## src/rtl/score_display_driver_pkg.sv

```systemverilog
// Purpose: shared constants for the score display driver (segment codes, digit counts).
// Latency: n/a (constants only).
// Backpressure: n/a.
package score_display_driver_pkg;

    localparam int NUM_DIGITS   = 8;
    localparam int GROUP_DIGITS = 4;

    // Segment codes are {g,f,e,d,c,b,a}, active-low (0 = segment lit).
    localparam logic [6:0] SEG_0     = 7'b1000000;
    localparam logic [6:0] SEG_1     = 7'b1111001;
    localparam logic [6:0] SEG_2     = 7'b0100100;
    localparam logic [6:0] SEG_3     = 7'b0110000;
    localparam logic [6:0] SEG_4     = 7'b0011001;
    localparam logic [6:0] SEG_5     = 7'b0010010;
    localparam logic [6:0] SEG_6     = 7'b0000010;
    localparam logic [6:0] SEG_7     = 7'b1111000;
    localparam logic [6:0] SEG_8     = 7'b0000000;
    localparam logic [6:0] SEG_9     = 7'b0010000;
    localparam logic [6:0] SEG_DASH  = 7'b0111111;
    localparam logic [6:0] SEG_BLANK = 7'b1111111;

endpackage

```

## src/rtl/bcd_seg_decoder.sv

```systemverilog
// Purpose: BCD nibble to active-low 7-segment pattern; non-decimal nibbles show a dash.
// Latency: combinational.
// Backpressure: none.
module bcd_seg_decoder
    import score_display_driver_pkg::*;
(
    input  logic [3:0] nibble_i,
    output logic [6:0] seg_o
);

    // Table lookup; anything above 9 is an illegal BCD digit and gets a dash.
    always_comb begin
        seg_o = SEG_DASH;
        case (nibble_i)
            4'd0:    seg_o = SEG_0;
            4'd1:    seg_o = SEG_1;
            4'd2:    seg_o = SEG_2;
            4'd3:    seg_o = SEG_3;
            4'd4:    seg_o = SEG_4;
            4'd5:    seg_o = SEG_5;
            4'd6:    seg_o = SEG_6;
            4'd7:    seg_o = SEG_7;
            4'd8:    seg_o = SEG_8;
            4'd9:    seg_o = SEG_9;
            default: seg_o = SEG_DASH;
        endcase
    end

endmodule

```

## src/rtl/score_display_driver.sv

```systemverilog
// Purpose: scans live score (digits 3..0) and latched best score (digits 7..4) onto an 8-digit 7-seg display.
// Latency: AN/SEG/DP are registered, one CLK after the scan index changes.
// Backpressure: none; SCORE_BCD is sampled every cycle, GAME_OVER is a level.
module score_display_driver
    import score_display_driver_pkg::*;
#(
    parameter int unsigned SCAN_DIV  = 100000,
    parameter int unsigned BLINK_DIV = 25000000
) (
    input  logic                  CLK,
    input  logic                  RESET,
    input  logic [15:0]           SCORE_BCD,
    input  logic                  GAME_OVER,
    output logic [NUM_DIGITS-1:0] AN,
    output logic [6:0]            SEG,
    output logic                  DP
);

    localparam int SCAN_W  = (SCAN_DIV  > 1) ? $clog2(SCAN_DIV)  : 1;
    localparam int BLINK_W = (BLINK_DIV > 1) ? $clog2(BLINK_DIV) : 1;
    localparam int IDX_W   = $clog2(NUM_DIGITS);

    localparam logic [SCAN_W-1:0]  SCAN_LAST  = SCAN_W'(SCAN_DIV - 1);
    localparam logic [BLINK_W-1:0] BLINK_LAST = BLINK_W'(BLINK_DIV - 1);
    localparam logic [IDX_W-1:0]   DP_IDX     = IDX_W'(GROUP_DIGITS);

    logic [SCAN_W-1:0]     scan_q, scan_d;
    logic [IDX_W-1:0]      idx_q, idx_d;
    logic [BLINK_W-1:0]    blink_q, blink_d;
    logic                  blink_on_q, blink_on_d;
    logic [15:0]           best_q, best_d;
    logic                  go_q;
    logic [NUM_DIGITS-1:0] an_q, an_d;
    logic [6:0]            seg_q, seg_d;
    logic                  dp_q, dp_d;

    logic [15:0]           grp_dat;
    logic [3:0]            nib;
    logic                  lz_blank;
    logic                  blank;
    logic [6:0]            dec_seg;

    bcd_seg_decoder u_dec (
        .nibble_i (nib),
        .seg_o    (dec_seg)
    );

    // Scan divider and digit index: index steps once per slot and wraps 7 -> 0.
    always_comb begin
        scan_d = scan_q + SCAN_W'(1);
        idx_d  = idx_q;
        if (scan_q == SCAN_LAST) begin
            scan_d = '0;
            idx_d  = idx_q + IDX_W'(1);
        end
    end

    // Blink timer only runs during game over; otherwise parked at count 0, phase ON.
    always_comb begin
        blink_d    = blink_q + BLINK_W'(1);
        blink_on_d = blink_on_q;
        if (!GAME_OVER) begin
            blink_d    = '0;
            blink_on_d = 1'b1;
        end else if (blink_q == BLINK_LAST) begin
            blink_d    = '0;
            blink_on_d = ~blink_on_q;
        end
    end

    // Best score only moves up, and only on the cycle GAME_OVER rises.
    always_comb begin
        best_d = best_q;
        if (GAME_OVER && !go_q && (SCORE_BCD > best_q)) begin
            best_d = SCORE_BCD;
        end
    end

    // Pick the nibble for the current digit and decide leading-zero blanking within its group.
    always_comb begin
        grp_dat  = idx_q[2] ? best_q : SCORE_BCD;
        nib      = grp_dat[3:0];
        lz_blank = 1'b0;
        case (idx_q[1:0])
            2'd0: begin
                nib      = grp_dat[3:0];
                lz_blank = 1'b0;
            end
            2'd1: begin
                nib      = grp_dat[7:4];
                lz_blank = (grp_dat[15:4] == 12'h000);
            end
            2'd2: begin
                nib      = grp_dat[11:8];
                lz_blank = (grp_dat[15:8] == 8'h00);
            end
            default: begin
                nib      = grp_dat[15:12];
                lz_blank = (grp_dat[15:12] == 4'h0);
            end
        endcase
    end

    // Next display outputs: live digits also go dark in the blink OFF phase.
    always_comb begin
        blank = lz_blank || (!idx_q[2] && !blink_on_q);
        an_d  = ~(NUM_DIGITS'(1) << idx_q);
        seg_d = dec_seg;
        dp_d  = (idx_q != DP_IDX);
        if (blank) begin
            an_d  = '1;
            seg_d = SEG_BLANK;
        end
    end

    // State and output registers; synchronous reset wins over every other event.
    always_ff @(posedge CLK) begin
        if (RESET) begin
            scan_q     <= '0;
            idx_q      <= '0;
            blink_q    <= '0;
            blink_on_q <= 1'b1;
            best_q     <= 16'h0000;
            go_q       <= 1'b0;
            an_q       <= '1;
            seg_q      <= SEG_BLANK;
            dp_q       <= 1'b1;
        end else begin
            scan_q     <= scan_d;
            idx_q      <= idx_d;
            blink_q    <= blink_d;
            blink_on_q <= blink_on_d;
            best_q     <= best_d;
            go_q       <= GAME_OVER;
            an_q       <= an_d;
            seg_q      <= seg_d;
            dp_q       <= dp_d;
        end
    end

    assign AN  = an_q;
    assign SEG = seg_q;
    assign DP  = dp_q;

endmodule

```

## config.mk

```make
export PLATFORM = sky130hd
export DESIGN_NAME = score_display_driver
export DESIGN_NICKNAME = d
export VERILOG_FILES = /design/src/rtl/score_display_driver_pkg.sv /design/src/rtl/bcd_seg_decoder.sv /design/src/rtl/score_display_driver.sv
export SDC_FILE = /design/constraint.sdc
export NUM_CORES = 1
export LEC_CHECK = 0
export CORE_UTILIZATION = 50
export DETAILED_ROUTE_END_ITERATION = 8
export MAX_ROUTING_LAYER = met4
export PLACE_DENSITY_LB_ADDON = 0.3
export SKIP_CTS_REPAIR_TIMING = 1
export SYNTH_ARGS = -nofsm -noshare
export SYNTH_HDL_FRONTEND = slang
export SYNTH_HIERARCHICAL = 1
export SYNTH_SLANG_ARGS = --single-unit
export TNS_END_PERCENT = 10
```

## constraint.sdc

```tcl
create_clock -name CLK -period 3.4 [get_ports CLK]
set_input_delay 0.68 -clock CLK [delete_from_list [all_inputs] [get_ports CLK]]
set_output_delay 0.68 -clock CLK [all_outputs]
set_load 0.005 [all_outputs]
```

==> summary.md <==
| Metric | Value |
|---|---|
| Seq pwr share | a little under half |
| Place WS | roughly 150 ps |
| Antenna fix cells | 0 |
| RR Endpoint | SEG[3] |
| Layout cells sized above 1 | approximately 7.7% |
| Max-slew violations | 0 |
| Sequential fraction of the synthesis area | approximately 39% |
| Worst Setup Slack, final | between 400 and 500 ps |
| Clock transition time at the flip-flop clock pins of the worst setup and hold paths | 90 ps |
| Die area | 8470 sq um |
| Vias in the first global route | roughly 3.1k |
| Comb pwr share | roughly 10% |
| Synth area leaders | dfxtp_1, ha_1, nor2_1, xnor2_1, a22o_1 |
| Via count | about 3.2k |
| Critical Path Start Type | input port |
| Io pins | 35 |
| RSZ-0062 raised after global routing | no |
| DRT iter0 DRCs | around 110 |
| Critical Path Sink Type | flip-flop |
| CTS Buf Count | 9 |
| Clock latency on the worst-skew pair | 360 ps |
| Launch point of the worst hold path | blink_q[0] |
| Drt pass-1 iters | 4 |
| First-pass GRT wire length | 13.9 mm |
| Worst-path cell chain | clkdlybuf4s50_1 > ha_1 > a21oi_1 > a21boi_0 > or3_1 > o32ai_2 > a22o_1 |
| R2r setup slk | 540 ps |
| Fmax achieved | between 300 and 400 MHz |
| GRT overflow | 0 |
| Final hold vios | 0 |
| CTS tree | built |
| VDD IR-drop max | 0.000223 V |
| Final instance area | between 4000 and 5000 sq um |
| Top FF cell, synth | dfxtp_1 |
| CTS Sinks | between 70 and 80 |
| Top delay family on crit path | compound AO/OA/AOI/OAI gates |
| Reg2Reg Depth | 8 |
| Finished Core Util | 60.4% |
| Clk_skew | roughly 13 ps |
| Area of placed instances | between 4000 and 5000 sq um |
| Total GRT Usage | a little over a fifth |
| HPWL Detailed | 5.75 mm |
| H-tree depth | 3 |
| Initial Util | ~52% |
| Syn_nets | ~490 |
| DR WL/cell | between 10 and 15 um |
| Root buf cell | clkbuf_8 |
| DRT Wirelength | about 8.1 mm |
| Most frequent cells in the layout | dfxtp_1, nor2_1, clkdlybuf4s50_1, ha_1, inv_1 |
| Crit path capture | best_q[1] |
| Max cap viols | 0 |
| Antenna Nets Post-Route | 0 |
| Number of synthesis warnings | 6 |
| Setup TNS | 0 ps |
| CP bufs+invs | 1 |
| Crit path launch | SCORE_BCD[14] |
| Max Buffers Root-to-Sink | 2 |
| Avg Inst Size Synth | 9.11 sq um |
| Post-synth EDFFs | 0 |
| Commonest non-fill, non-tap cell in the layout | dfxtp_1 |
| Initial antenna violation count | 0 |
| Die height | ~90 um |
| Vias per Instance | between 5 and 6 |
| CP Max Fanout | 16 |
| R2R Path Start | idx_q[2] |
| Post-synth top area cell | dfxtp_1 |
| Power, Total | between 0.002 and 0.0025 W |
| Kind of critical path | in -> reg |
| Pint | roughly 0.0015 W |
| Die W | 92.1 um |
| Final Net Count | 523 |
| Critical Path AT | 3200 ps |
| Routability Congestion | roughly 0.9 |
| Slew margin rel. | between 20% and 30% |
| Switching power total | roughly 0.00048 W |
| Power Density | roughly 430 nW/um^2 |
| Core area | around 7800 sq um |
| Number of synthesized register bits | 79 |
| I/O Buffers | 34 |
| Period utilization | a little under nine tenths |
| CP max stage cell | o32ai_2 |
| Area Growth Syn to Fin | 15.6% |
| Status | finished clean |
| Share of Yosys cell area claimed by the top area cell type | 39.0% |
| Net Sw Frac | 23.8% |
| Leakage | 1.69 nW |
| Clock power frac | a little over two fifths |
| WP depth | 7 |
| CP Data Required Time | roughly 3700 ps |
| Syn Std Cell Area | approximately 4100 sq um |
| Least-Margin Pin Slew | ~1100 ps |
| Crit path largest cell delay | approximately 870 ps |
| Largest net degree at the start of global routing | 24 |
| Distinct cells, synth | just under 60 |
| Post-synth ARST share | 0% |
| Final setup violation count | 0 |
| Hold WC Path Type | reg -> reg |
| Drt drc | 0 |
| Synthesized instance count | 445 |
| # rows | 32 |
| Minimum clock period after layout | ~2900 ps |
## worst reg2reg max path: stages, from the launching register on
cell      delay, ps
dfxtp_1         760
mux2_2          430
a222oi_1        480
mux2i_1         300
inv_1           190
ha_1            260
and3b_1         170
a21oi_1         110
nand2b_1        110
## cell usage after synthesis (3+ instances only)
cell	number
a21oi_1	11
mux2i_1	10
inv_1	28
nand2b_1	9
mux2_2	11
nand4_1	14
nand2_1	21
o21ai_0	3
buf_2	6
xnor2_1	22
nor3_1	9
a22o_1	18
nor4_1	11
and3_1	6
dfxtp_1	79
buf_6	3
nor2_1	57
a222oi_1	4
nor2b_1	4
ha_1	29
nand3_1	23
clkbuf_1	6
xor2_1	18
## sequential cells by signal (all words and copies together) (netlist names)
signal	count
idx_q	3
go_q	1
DP	1
blink_on_q	1
best_q	16
SEG	7
blink_q	25
AN	8
scan_q	17
## layer usage
layer  wire length [um]  vias up  track usage, %
met5                  0        -               -
met4                156        0            9.90
met3                230       12            3.23
met2               3970       56            35.5
met1               3740     1514            24.7
li1                   -     1618               -
## metrics by stage
step                      std cells  hold WS (ps)
after global placement          566           427
after global routing            582           465
final                           582           448
after floorplan                 445           417
after CTS                       582           455
after detailed placement        566           435
## layout make-up
class	count	area, sq um
multi-input combinational	320	2270
inverter	28	105
clock inverter	6	118
tap	102	128
clock buffer	10	128
fill	701	3080
timing repair buffer	37	363
sequential	79	1580
## how the worst min path moves through the flow
stage	endpoint	cells past startpoint
4_1_cts	blink_q[0]	1
6_report	blink_q[0]	1
5_1_grt	blink_q[0]	1
3_3_place_gp	blink_q[0]	1
3_5_place_dp	blink_q[0]	1
2_1_floorplan	blink_q[0]	1
## cell families after synthesis
kind of cell / share of synthesized area [%]
AND/OR/NAND/NOR: 23.3
flip-flops: 39.0
multiplexers: 5.52
adder cells (fa/ha/maj): 8.95
AO/OA/AOI/OAI: 9.47
buffers and inverters: 5.12
XOR/XNOR: 8.64
## power groups by stage
| stage | sequential [W] | clock [W] | combinational, W |
|---|---|---|---|
| floorplan | 0.000989 | 0 | 0.000131 |
| global placement | 0.000993 | 0 | 0.000192 |
| detailed placement | 0.000994 | 0 | 0.000200 |
| CTS | 0.000973 | 0.000874 | 0.000202 |
| global route | 0.000976 | 0.000908 | 0.000227 |
| finish | 0.000973 | 0.000857 | 0.000201 |
Note: power is estimated with default switching activity, not from simulation.
